===== src/rtl/fir_out_decimator.sv =====
// fir_out_decimator: integrate-and-dump decimator (ratio 2^LOG2_DECIM) behind the FIR filters.
// It scales by 2^-(LOG2_DECIM+OUT_SHIFT), saturates to OUT_W bits and buffers results in a 2-entry FIFO.
// Latency: a dump sample is captured at edge t, dump_v is high after t+1, and y_out/out_valid are valid after t+2.
// Backpressure: out_valid/out_ready. When a result arrives at a full FIFO with no pop, it is dropped and ovf is set (sticky).
// Ports: clk, rst (async active-low), in_valid/y_in (signed samples), phase_clr (frame restart),
//        out_valid/out_ready/y_out (FIFO head, 0 when empty), ovf (sticky drop flag).
// Build option: define FIR_DEC_ROUND_EN to round half toward +inf. Otherwise results truncate toward -inf.
module fir_out_decimator #(
  parameter int IN_W       = 18,
  parameter int OUT_W      = 8,
  parameter int LOG2_DECIM = 2,
  parameter int OUT_SHIFT  = 10
) (
  input  logic                    clk,
  input  logic                    rst,
  input  logic                    in_valid,
  input  logic signed [IN_W-1:0]  y_in,
  input  logic                    phase_clr,
  output logic                    out_valid,
  input  logic                    out_ready,
  output logic signed [OUT_W-1:0] y_out,
  output logic                    ovf
);

  localparam int ACC_W = IN_W + LOG2_DECIM;
  localparam int SW    = ACC_W + 1;          // one spare bit so the rounding add cannot wrap
  localparam int S     = LOG2_DECIM + OUT_SHIFT;
  localparam logic [LOG2_DECIM-1:0] CNT_LAST = '1;
  localparam logic signed [SW-1:0]  SAT_MAX  = SW'((2 ** (OUT_W - 1)) - 1);
  localparam logic signed [SW-1:0]  SAT_MIN  = ~SAT_MAX;
`ifdef FIR_DEC_ROUND_EN
  localparam logic [SW-1:0] RND = {{(SW-1){1'b0}}, 1'b1} << (S - 1);
`else
  localparam logic [SW-1:0] RND = '0;
`endif

  // Input capture stage: isolates the FIR output timing from the accumulator adder.
  logic                   in_vld_q, clr_q;
  logic [IN_W-1:0]        in_dat_q;

  logic [ACC_W-1:0]       acc_q, acc_d;
  logic [LOG2_DECIM-1:0]  cnt_q, cnt_d;
  logic [ACC_W-1:0]       dump_q, dump_d;
  logic                   dump_v_q, dump_v_d;

  logic [ACC_W-1:0]       samp_ext, acc_sum;

  always_comb begin
    samp_ext = {{LOG2_DECIM{in_dat_q[IN_W-1]}}, in_dat_q};
    acc_sum  = acc_q + samp_ext;
    acc_d    = acc_q;
    cnt_d    = cnt_q;
    dump_d   = dump_q;
    dump_v_d = 1'b0;
    if (clr_q) begin
      // A restart that carries a sample makes that sample index 0 of the new frame.
      if (in_vld_q) begin
        acc_d = samp_ext;
        cnt_d = LOG2_DECIM'(1);
      end else begin
        acc_d = '0;
        cnt_d = '0;
      end
    end else if (in_vld_q) begin
      if (cnt_q == CNT_LAST) begin
        dump_d   = acc_sum;
        dump_v_d = 1'b1;
        acc_d    = '0;
        cnt_d    = '0;
      end else begin
        acc_d = acc_sum;
        cnt_d = cnt_q + LOG2_DECIM'(1);
      end
    end
  end

  // Scale, round and saturate the dumped sum.
  logic [SW-1:0]          sum_r;
  logic signed [SW-1:0]   shr;
  logic signed [OUT_W-1:0] sat_val;

  always_comb begin
    sum_r = {dump_q[ACC_W-1], dump_q} + RND;
    shr   = $signed(sum_r) >>> S;
    if (shr > SAT_MAX)      sat_val = SAT_MAX[OUT_W-1:0];
    else if (shr < SAT_MIN) sat_val = SAT_MIN[OUT_W-1:0];
    else                    sat_val = shr[OUT_W-1:0];
  end

  // Two-entry FIFO.
  logic [OUT_W-1:0] mem_q [2];
  logic             wr_q, rd_q;
  logic [1:0]       fcnt_q;
  logic             ovf_q;
  logic             pop, push_ok, full;

  assign full      = (fcnt_q == 2'd2);
  assign out_valid = (fcnt_q != 2'd0);
  assign pop       = out_valid & out_ready;
  // Space frees up in the same cycle as a pop, so a full FIFO still accepts the result.
  assign push_ok   = dump_v_q & (~full | pop);
  assign y_out     = out_valid ? $signed(mem_q[rd_q]) : '0;
  assign ovf       = ovf_q;

  always_ff @(posedge clk or negedge rst) begin
    if (!rst) begin
      in_vld_q <= 1'b0;
      clr_q    <= 1'b0;
      in_dat_q <= '0;
      acc_q    <= '0;
      cnt_q    <= '0;
      dump_q   <= '0;
      dump_v_q <= 1'b0;
      mem_q[0] <= '0;
      mem_q[1] <= '0;
      wr_q     <= 1'b0;
      rd_q     <= 1'b0;
      fcnt_q   <= 2'd0;
      ovf_q    <= 1'b0;
    end else begin
      in_vld_q <= in_valid;
      clr_q    <= phase_clr;
      in_dat_q <= y_in;
      acc_q    <= acc_d;
      cnt_q    <= cnt_d;
      dump_q   <= dump_d;
      dump_v_q <= dump_v_d;
      if (push_ok) begin
        mem_q[wr_q] <= sat_val;
        wr_q        <= ~wr_q;
      end
      if (pop) rd_q <= ~rd_q;
      if (dump_v_q && full && !pop) ovf_q <= 1'b1;
      if (push_ok && !pop)      fcnt_q <= fcnt_q + 2'd1;
      else if (!push_ok && pop) fcnt_q <= fcnt_q - 2'd1;
    end
  end

endmodule


===== config.mk =====
export PLATFORM = sky130hd
export DESIGN_NAME = fir_out_decimator
export DESIGN_NICKNAME = d
export VERILOG_FILES = /design/src/rtl/fir_out_decimator.sv
export SDC_FILE = /design/constraint.sdc
export NUM_CORES = 1
export LEC_CHECK = 0
export CAP_MARGIN = 15
export CORE_UTILIZATION = 44
export DETAILED_ROUTE_END_ITERATION = 16
export GPL_ROUTABILITY_DRIVEN = 0
export PLACE_DENSITY = 0.61
export SLEW_MARGIN = 40
export SYNTH_ARGS = -nofsm -noshare
export SYNTH_HDL_FRONTEND = slang
export SYNTH_SLANG_ARGS = --single-unit
export TNS_END_PERCENT = 5

===== constraint.sdc =====
create_clock -name clk -period 5.31 [get_ports clk]
set_clock_uncertainty 0.15 [all_clocks]
set_input_delay 1.062 -clock clk [delete_from_list [all_inputs] [get_ports clk]]
set_output_delay 1.062 -clock clk [all_outputs]
set_load 0.01 [all_outputs]

### Word-level counts from Yosys, hierarchy flattened

Cells that the tools add are included.

| cells by class | value |
|---|---|
| $lt $le $gt $ge | 5 |
| divide/modulo/power cells | 0 |
| multipliers | 0 |
| shift operators | 0 |
| muxes and demuxes | 22 |
| bitwise operators | 9 |
| add/sub/neg operators | 4 |
| reduce and logical (&&, ||, !) cells | 11 |
| equality and inequality tests | 2 |

Operator list:

| cell | number |
|---|---|
| 20-bit 2-to-1 mux | 4 |
| 8-bit 2-to-1 mux | 7 |
| 20-bit adder | 1 |
| 16-bit bitwise mux | 1 |
| 2-bit 2-to-1 mux | 5 |
| 8-bit demux with 1-bit select | 1 |
| 8-bit > comparator, second input constant | 1 |
| 8-bit < comparator, second input constant | 1 |
| 2-bit nonzero test | 3 |
| 1-bit logical AND | 5 |
| 2-bit by 1-bit adder with 2-bit output, second input constant | 2 |
| 2-bit equality test, second input constant | 2 |
| 2-bit greater-or-equal comparator, second input constant | 2 |
| 1-bit 2-to-1 mux | 4 |
| 1-bit inverter | 4 |
| 1-bit inverter with 2-bit output | 2 |
| 3-bit AND reduction | 1 |
| 1-bit bitwise AND | 2 |
| 1-bit zero test | 2 |
| 2-bit by 1-bit < comparator with 1-bit output, second input constant | 1 |
| 2-bit by 1-bit subtractor with 2-bit output, second input constant | 1 |
| 1-bit bitwise OR | 1 |

| word-level totals | value |
|---|---|
| memory bits (read-only) | 0 |
| word-level logic and storage cells | 66 |
| memories | 0 |
| RAM bits | 0 |
| output and inout bits | 10 |
| bits in registers | 84 |
| latch bits | 0 |
| input bits | 23 |

### Depth between registers and ports, before layout

| logic depth | value |
|---|---|
| depth in word-level cells | 8 |
| depth in mapped cells | 10 |

### Worst setup path before layout

OpenSTA, ideal clock, no wires.

| timing path | value |
|---|---|
| path kind | input to register |
| start | input out_ready |
| end | register mem_q[0] in the netlist's numbering |
| stages on the path | 5 |
| setup time | 0.125 ns |
| data arrival time | 2.052 ns |
| slack | 2.983 ns |
| path buffers | 0 |
| data required time | 5.035 ns |
| path through | nor3b_1 > nand2b_1 > inv_1 > nand2_1 > mux2_2 |

| on the way | value |
|---|---|
| cells in the longest elaborated chain, start to end | 3 |

Ends and longest elaborated chain:

| element | line | RTL |
|---|---|---|
| start: declaration | 20 | `input logic out_ready,` |
| 1-bit bitwise AND | 99 | `assign pop = out_valid & out_ready;` |
| 1-bit bitwise OR | 101 | `assign push_ok = dump_v_q & (~full \| pop);` |
| 1-bit bitwise AND | 101 |  |
| named net push_ok | 95 | `logic pop, push_ok, full;` |
| end signal: indexed assignment | 129 | `mem_q[wr_q] <= sat_val;` |
| end: declaration | 91 | `logic [OUT_W-1:0] mem_q [2];` |

The timed path passes the listed nets, and every way through them passes these cells.
A chain may end at the register's enable or synchronous reset.

### Worst setup path after layout

| timing path | value |
|---|---|
| start | register fcnt_q[0] |
| end | output out_valid |

| on the way | value |
|---|---|
| cells in the longest elaborated chain, start to end | 1 |

Ends and longest elaborated chain:

| element | line | RTL |
|---|---|---|
| start: declaration | 93 | `logic [1:0] fcnt_q;` |
| start signal: assignment | 134 | `if (push_ok && !pop) fcnt_q <= fcnt_q + 2'd1;` |
| start signal: assignment | 135 | `else if (!push_ok && pop) fcnt_q <= fcnt_q - 2'd1;` |
| 2-bit nonzero test | 98 | `assign out_valid = (fcnt_q != 2'd0);` |
| end: declaration | 19 | `output logic out_valid,` |

No other way between the ends.

==> reports/qor.log <==
[place] DP Wirelength 5.088 mm
[sta] max-slew headroom at the worst pin 0.5298
[power_and_ir_drop] power consumption 1622 uW
[grt] largest net degree at the start of global routing 45
[clock_tree] cell at the root of the clock tree clkbuf_8
[setup_path] arrival time reported for the critical path endpoint 1.87 ns
[grt] Remaining Overflow, GRT 0
[setup_path] element type at the critical path start flop
[clock_tree] clock buffer count from CTS 9
[clock_tree] clk slew on worst S/H paths 0.07 ns
[sta] portion of the clock cycle consumed by the worst path in the final layout 0.5797
[logic_synthesis] async set-reset flop share out of synthesis 1.000
[logic_synthesis] cell types with the highest counts after synthesis dfrtp_1, o21ai_0, nand2_1
[sta] final hold violation count 0
[setup_path] slowest stage delay, CP 0.50 ns
[flow_run] max-cap violation count 0
[logic_synthesis] mean cell area of the mapped netlist 11.00 um2
[finish] final-stage net count 414
[setup_path] crit path buf inv count 2
[sta] Final Setup Violations 0
[setup_path] Max stage delay cell, worst path clkdlybuf4s50_1
[floorplan] total core area 0.007888 mm2
[grt] vias in the first global route 2623
[power_and_ir_drop] Peak VDD IR 0.0001759 V
[detailed_routing] DRT iter0 DRCs 70
[setup_path] Crit path max-delay family buffers and inverters
[grt] Total Routing Usage GR 0.1853
[logic_synthesis] post-synthesis instance total 333
[logic_synthesis] number of warnings printed during yosys synthesis 0
[logic_synthesis] area share of the largest cell type after synthesis 0.4918
[grt] initial antenna violation count 0
[clock_tree] number of hold buffers added after cts 0
[logic_synthesis] cell types occupying the most area after synthesis dfrtp_1, ha_1, mux2_2, o21ai_0, xnor2_1
[sta] Highest Clock Rate 324.8 MHz
[grt] global-route wire length before repair 12.58 mm
[logic_synthesis] post-synthesis cell area 0.003664 mm2
[logic_synthesis] Top FF cell, synth dfrtp_1
[setup_path] Crit. End Element output pin
[floorplan] y dimension of the die 93.25 um
[sta] setup repair after global routing missed its margin no
[power_and_ir_drop] power per standard cell area 385.9 mW/mm2
[logic_synthesis] number of distinct standard cells referenced by the synthesized netlist 51
[finish] share of the core filled with cells 0.5330
[clock_tree] Clock Sinks 72
[detailed_routing] Routed Antenna Nets 0
[logic_synthesis] most common cell in the netlist dfrtp_1
[setup_path] cell chain of the critical path nor2_1 -> inv_1 -> clkdlybuf4s50_1
[logic_synthesis] Post-Syn Nets 378
[detailed_routing] Routed WL 6.966 mm
[power_and_ir_drop] leakage dissipation 0.001949 uW
[floorplan] number of I/O pins 33
[floorplan] Die Footprint 0.008695 mm2
[place] worst setup slack after placement 2.285 ns
[logic_synthesis] EDFF count, synth 0
[clock_tree] # resized after CTS 0
[logic_synthesis] area leader, netlist dfrtp_1
[sta] number of max-slew violations in the final report 0
[floorplan] horizontal die dimension 93.25 um
[clock_tree] setup bufs post-CTS 0
[detailed_routing] drc violations 0
[setup_path] Critical Path Fanout Max 9
[floorplan] starting density of the core 0.4645
[finish] number of fillers in the final layout 740
[logic_synthesis] sequential cell area fraction in the yosys report 0.4918
[run_status] result of the run finished, final reports clean
[sta] Setup Total Neg Slack 0 ns
[setup_path] kind of critical path flop to output pin
[setup_path] required time worst endpoint 4.10 ns
[sta] worst slew pin tran 0.7053 ns
[clock_tree] # H-tree levels 3
[finish] final antenna diode count 0
[detailed_routing] drt wl/cell 14.63 um
[sta] Worst Slack Setup Final 2.232 ns
[detailed_routing] first-pass iteration count of the detailed router 4
[logic_synthesis] synthesis-stage register bit count 72
[clock_tree] clock tree from TritonCTS done
[floorplan] number of core rows 32
[clock_tree] Bufs on Longest Clock Path 2
[clock_tree] Worst-Skew Late Latency 0.34 ns
[finish] share of final-layout standard cells stronger than drive strength 1 0.1230
[detailed_routing] vias after detailed routing 2569
[finish] growth of design area from synthesis to finish 14.75%
[sta] Period minus WS final 3.078 ns
[place] I/O Buffers 32
[detailed_routing] routed vias/inst 5.397
[min_path] Hold/Removal Path Class flop to flop
==> metrics by stage <==
stage | std cells | area, um2 | hold WS [ns]
after floorplan | 333 | 3664 | 0.3006
after global placement | 460 | 4038 | 0.3114
after detailed placement | 460 | 4038 | 0.3091
after CTS | 476 | 4204 | 0.3244
after global routing | 476 | 4204 | 0.3612
final | 476 | 4204 | 0.3204
==> report_power, final <==
| part | leakage [uW] | total, uW | internal, uW | switching (uW) |
|---|---|---|---|---|
| Sequential | 0.000912 | 742 | 653 | 88.5 |
| Combinational | 0.000954 | 507 | 249 | 258 |
| Clock | 0.0000834 | 373 | 181 | 192 |
| Total | 0.00195 | 1620 | 1080 | 539 |
==> final timing paths <==
check	startpoint	cells after the start	slack [ns]	to
max	fcnt_q[0]$_DFFE_PN0P_	3	2.23	out_valid
min	ovf$_DFFE_PN0P_	1	0.32	ovf$_DFFE_PN0P_
max reg2reg	in_dat_q[10]$_DFF_PN0_	8	2.57	dump_q[17]$_DFFE_PN0P_
min reg2reg	ovf$_DFFE_PN0P_	1	0.32	ovf$_DFFE_PN0P_
max in group asynchronous	rst	2	3.45	in_vld_q$_DFF_PN0_
min in group asynchronous	rst	1	0.58	fcnt_q[1]$_DFFE_PN0P_
==> kinds of logic (layout without fill, tap and decap cells) <==
family,Yosys count,in the layout,synth area share
muxes,25,25,0.07377
AOI/OAI and AO/OA,92,92,0.1639
DFF,72,72,0.4918
buffers and inverters,20,61,0.03415
adders and majority gates,22,22,0.07719
and+or+nand+nor,78,78,0.1018
xor gates and xnor gates,24,24,0.05738
==> area by class of cell <==
| class | count | area [um2] | share of cell area |
|---|---|---|---|
| sequential | 72 | 1802 | 0.4286 |
| multi-input combinational | 241 | 1737 | 0.4131 |
| timing repair buffer | 34 | 330.3 | 0.07857 |
| clock buffer | 13 | 148.9 | 0.03542 |
| tap | 102 | 127.6 | 0.03036 |
| inverter | 11 | 41.29 | 0.009821 |
| clock inverter | 3 | 17.52 | 0.004167 |
==> state kept, by name (all words and copies together) (netlist names) <==
signal    flops
wr_q          1
in_vld_q      1
in_dat_q     18
dump_q        8
acc_q        20
mem_q        16
clr_q         1
rd_q          1
cnt_q         2
dump_v_q      1
ovf           1
fcnt_q        2
==> worst reg2reg max path, delay by kind of cell, from the launching register on <==
| family | cells | cell delay (ns) |
|---|---|---|
| AND/OR/NAND/NOR | 1 | 0.08 |
| adder cells (fa/ha/maj) | 1 | 0.41 |
| flip-flops | 1 | 0.40 |
| XOR/XNOR | 1 | 0.22 |
| AO/OA/AOI/OAI | 5 | 1.35 |
==> routing by layer <==
| layer | vias up | track usage | wire length, um |
|---|---|---|---|
| met5 | - | 0 | 0 |
| met4 | 0 | 0.06667 | 119 |
| met3 | 10 | 0.04065 | 213 |
| met2 | 45 | 0.3064 | 3370 |
| met1 | 1243 | 0.2392 | 3262 |
| li1 | 1271 | - | - |
==> cell usage in the layout, fill, tap and decap left out, types with 2 or more instances in the layout <==
cell type,count
nand2b_1,3
o211ai_1,2
o21ai_1,5
nand2_1,27
o21bai_1,2
nor2_1,21
a21oi_1,17
buf_4,2
xor2_1,11
nor3_1,2
mux2_2,16
clkbuf_8,10
dfrtp_1,72
a221oi_2,2
nand3_1,9
clkinv_2,2
and4_1,2
o31ai_1,3
a21o_1,5
mux2i_1,9
a22oi_1,14
clkdlybuf4s50_1,31
a31oi_1,3
and3_2,2
clkbuf_1,3
o21a_1,2
inv_1,10
and3_1,2
ha_1,21
xnor2_1,13
o21ai_0,28
(Power assumes the default switching activity.)
==> patch 1, RTL diff (same flow settings) <==
Change the parameter `IN_W` from 18 to 20.
--- a/src/rtl/fir_out_decimator.sv
+++ b/src/rtl/fir_out_decimator.sv
@@ -8,3 +8,3 @@
 module fir_out_decimator #(
-  parameter int IN_W       = 18,
+  parameter int IN_W       = 20,
   parameter int OUT_W      = 8,
Interface: changed (resized y_in); port bits go from 33 to 35. No check against the original RTL was run, so the function may have changed too.
==> patch 1 against the original RTL <==
Area after synthesis increased by 11%. Design area increased by 12%. Count of clock-buffer cells in the layout decreased by 2. Sequential cell count increased by 6. Routed wire length increased by 22%. Worst setup slack got worse by 0.0095 ns. Power increased by 29%. Synthesized cell count increased by 22%. Fmax decreased by 0.31%. Critical path type unchanged. Critical endpoint unchanged. Highest routed layer unchanged.
==> patch 1: results (changes against the original RTL) <==
status: "complete, no violations"
routedWlPerCell_um: 15.4  # +5.3%
power_mw: 2.10  # +29%
io_buffer_count: 34  # +6.3%
grt_max_degree: 79  # +76%
max_slew_margin: 0.529  # -0.000759
rr_worst_depth: 10  # +2
vdd_drop_max_uv: 171  # -2.7%
n_antenna_cell: 0  # unchanged
cp.arrival_ns: 1.88
grt_pass1_wl_mm: 14.7  # +17%
drive_gt1_frac: 0.0971  # -0.0259
multi_input_cells: 306  # +27%
num-nonclk-inverters: 7  # -4
r2r_setup_slack_ns: 2.51  # -0.06 ns
signal_buffers: 36  # +5.9%
multi_input_area_share: 0.429  # +0.0164
pwr-share-comb: 0.348  # +0.035
synthTopCellsByArea: "dfrtp_1, ha_1, a21oi_1"
grt_pass1_vias: 3124  # +19%
clock-sinks: 78  # +8.3%
reg2reg_from: "in_dat_q[0]"
dr_wl_met2_mm: 4.12  # +22%
grt_use_met1: 0.247  # +0.00783
grt_use_total: 0.191  # +0.00582
cts.clk_slew.worst_paths_ns: 0.09  # +0.02 ns
vias: 3023  # +18%
nonClkBufAreaFrac: 0.0756  # -0.00301
antenna_found_initial: 0  # unchanged
dr.pass1.iters: 7  # +3
p_leak_nw: 2.13  # +9.5%
seq_area_um2: 1950  # +8.3%
final-clk-cell-share: 0.0472  # +0.00761
timing.rr.end: "acc_q[16]"
syn-num-nets: 456  # +21%
clock_buffers: 11  # -2
wl_met1_mm: 3.95  # +21%
nFillCells: 803  # +8.5%
hpwl_mm: 6.07  # +19%
nets: 487  # +18%
wl_met3_um: 321  # +51%
p_int_mw: 1.36  # +25%
seq_area_frac_synth: 0.480  # -0.0120
patch 1: changes by cell type in the layout (fill, tap and decap cells not counted), moves of 6 or more:
cell | before | now
nor2_1 | 21 | 49
a21oi_1 | 17 | 38
nand2_1 | 27 | 41
dfrtp_1 | 72 | 78
o21ai_0 | 28 | 36
patch 1: through the flow:
stage / area (um^2) / setup slack [ns] / instances / hold WS (ns)
5_1_grt: 4720 / 2.03 / 551 / 0.341
2_1_floorplan: 4070 / 2.81 / 407 / 0.301
3_3_place_gp: 4490 / 2.38 / 535 / 0.306
4_1_cts: 4720 / 2.19 / 551 / 0.329
3_5_place_dp: 4500 / 2.33 / 535 / 0.310
6_report: 4720 / 2.22 / 551 / 0.321
patch 1: kinds of logic after synthesis:
family	count (synthesis)	share of synthesized area
buffers and inverters	23	0.0218
adders and majority gates	24	0.0757
xor gates and xnor gates	27	0.0581
AOI/OAI and AO/OA	113	0.171
muxes	26	0.0701
and+or+nand+nor	116	0.123
DFF	78	0.480
==> patch 2, RTL diff (config.mk and constraints unchanged) <==
Without the edit above. Register the output `ovf` once more, with the module's reset; this adds one clock of latency there. The other outputs are not delayed to match.
--- a/src/rtl/fir_out_decimator.sv
+++ b/src/rtl/fir_out_decimator.sv
@@ -102,3 +102,9 @@
   assign y_out     = out_valid ? $signed(mem_q[rd_q]) : '0;
-  assign ovf       = ovf_q;
+  always_ff @(posedge clk or negedge rst) begin
+    if (!rst) begin
+      ovf <= '0;
+    end else begin
+      ovf <= ovf_q;
+    end
+  end
 
Function: no difference found for any inputs over 4 cycles, from zero or initial values and one cycle with rst low; that may be too few to reach the edited logic, so the function may still have changed.
==> patch 2 against the original RTL <==
Register-to-register slack gained 0.15 ns. Sequential cell count up 1. Combinational power fell by 1%. Area after synthesis grew 0.68%. Critical endpoint unchanged. Design area up 1.2%. Worst setup slack gained 0.035 ns. Largest power group unchanged. Power rose by 3.4%. Routed wire length fell by 4.5%.
==> patch 2: results (changes against the original RTL) <==
status: "complete, no violations"
cts_setup_buffers: 0  # unchanged
cts_resized: 0  # unchanged
dpl_worst_slack_ns: 2.32  # +0.0341 ns
crit_family: "buffers and inverters"
nonClkBufAreaFrac: 0.0756  # -0.00296
cpMaxStageDelayCell: "clkdlybuf4s50_1"
max_slew_margin: 0.522  # -0.00760
signal_buffers: 32  # -5.9%
clock_buffers: 9  # -4
grt_pass1_vias: 2600  # -0.88%
nFillCells: 759  # +2.6%
seq_area_um2: 1830  # +1.4%
cts_max_path_buffers: 2  # unchanged
final-clk-cell-share: 0.0453  # +0.00572
nets: 413  # -0.24%
synthTopCellsByArea: "dfrtp_1, ha_1, mux2_2"
first_iter_violations: 90  # +29%
hold_class: "flop to flop"
p_leak_nw: 1.97  # +0.91%
grt_max_degree: 74  # +64%
vias: 2525  # -1.7%
grt_pass1_wl_mm: 12.0  # -4.3%
multi_input_area_um2: 1740  # +0.14%
seq_area_frac_synth: 0.495  # +0.00345
syn-num-nets: 379  # +0.26%
drive_gt1_frac: 0.129  # +0.00569
vdd_drop_max_uv: 185  # +5.2%
drt_wl_total_mm: 6.65  # -4.5%
hpwl_mm: 4.77  # -6.3%
synth_commonest_cells: "dfrtp_1, o21ai_0, nand2_1"
synth-seq-cells: 73  # +1.4%
grt_use_total: 0.179  # -0.00680
patch 2: cell types whose count changed after synthesis:
cell	before	now
dfrtp_1	72	73
patch 2: power by group:
group	switching, mW	leakage (nW)	internal (mW)
logic	0.253	0.946	0.248
clock network	0.213	0.0954	0.216
registers	0.0854	0.925	0.662
total	0.551	1.97	1.13
patch 2: per-stage QoR:
step | cells | instance area [um^2] | total power, mW | utilization
2_1_floorplan | 334 | 3690 | 1.13 | -
3_3_place_gp | 462 | 4050 | 1.25 | 0.496
3_5_place_dp | 462 | 4060 | 1.27 | 0.497
4_1_cts | 478 | 4250 | 1.70 | 0.520
5_1_grt | 478 | 4250 | 1.81 | 0.520
6_report | 478 | 4250 | 1.68 | 0.520
patch 2: path summary, 6_finish.rpt:
| path | slack (ns) | endpoint | startpoint | cells after the start |
|---|---|---|---|---|
| min in group asynchronous | 0.56 | fcnt_q[1] | rst | 1 |
| hold / removal | 0.23 | ovf | ovf_q | 0 |
| setup / recovery | 2.27 | out_valid | fcnt_q[0] | 3 |
| max in group asynchronous | 4.01 | acc_q[12] | rst | 1 |
| hold reg to reg | 0.23 | ovf | ovf_q | 0 |
| setup reg to reg | 2.72 | dump_q[17] | in_dat_q[10] | 8 |
patch 2: cell families (layout without fill, tap and decap cells):
group,after synthesis,after routing,synth area share
AO/OA/AOI/OAI,92,92,0.163
XOR/XNOR,24,24,0.0570
multiplexers,25,25,0.0733
AND/OR/NAND/NOR,78,78,0.101
buffers and inverters,20,59,0.0339
flip-flops,73,73,0.495
adder cells (fa/ha/maj),22,22,0.0767
patch 2: routing by layer:
metal / vias to the layer above / global-route usage / part of all wire
li1: 1265 / - / -
met1: 1215 / 0.229 / 0.46
met2: 35 / 0.290 / 0.49
met3: 10 / 0.0415 / 0.030
met4: 0 / 0.0731 / 0.018
met5: - / 0 / 0
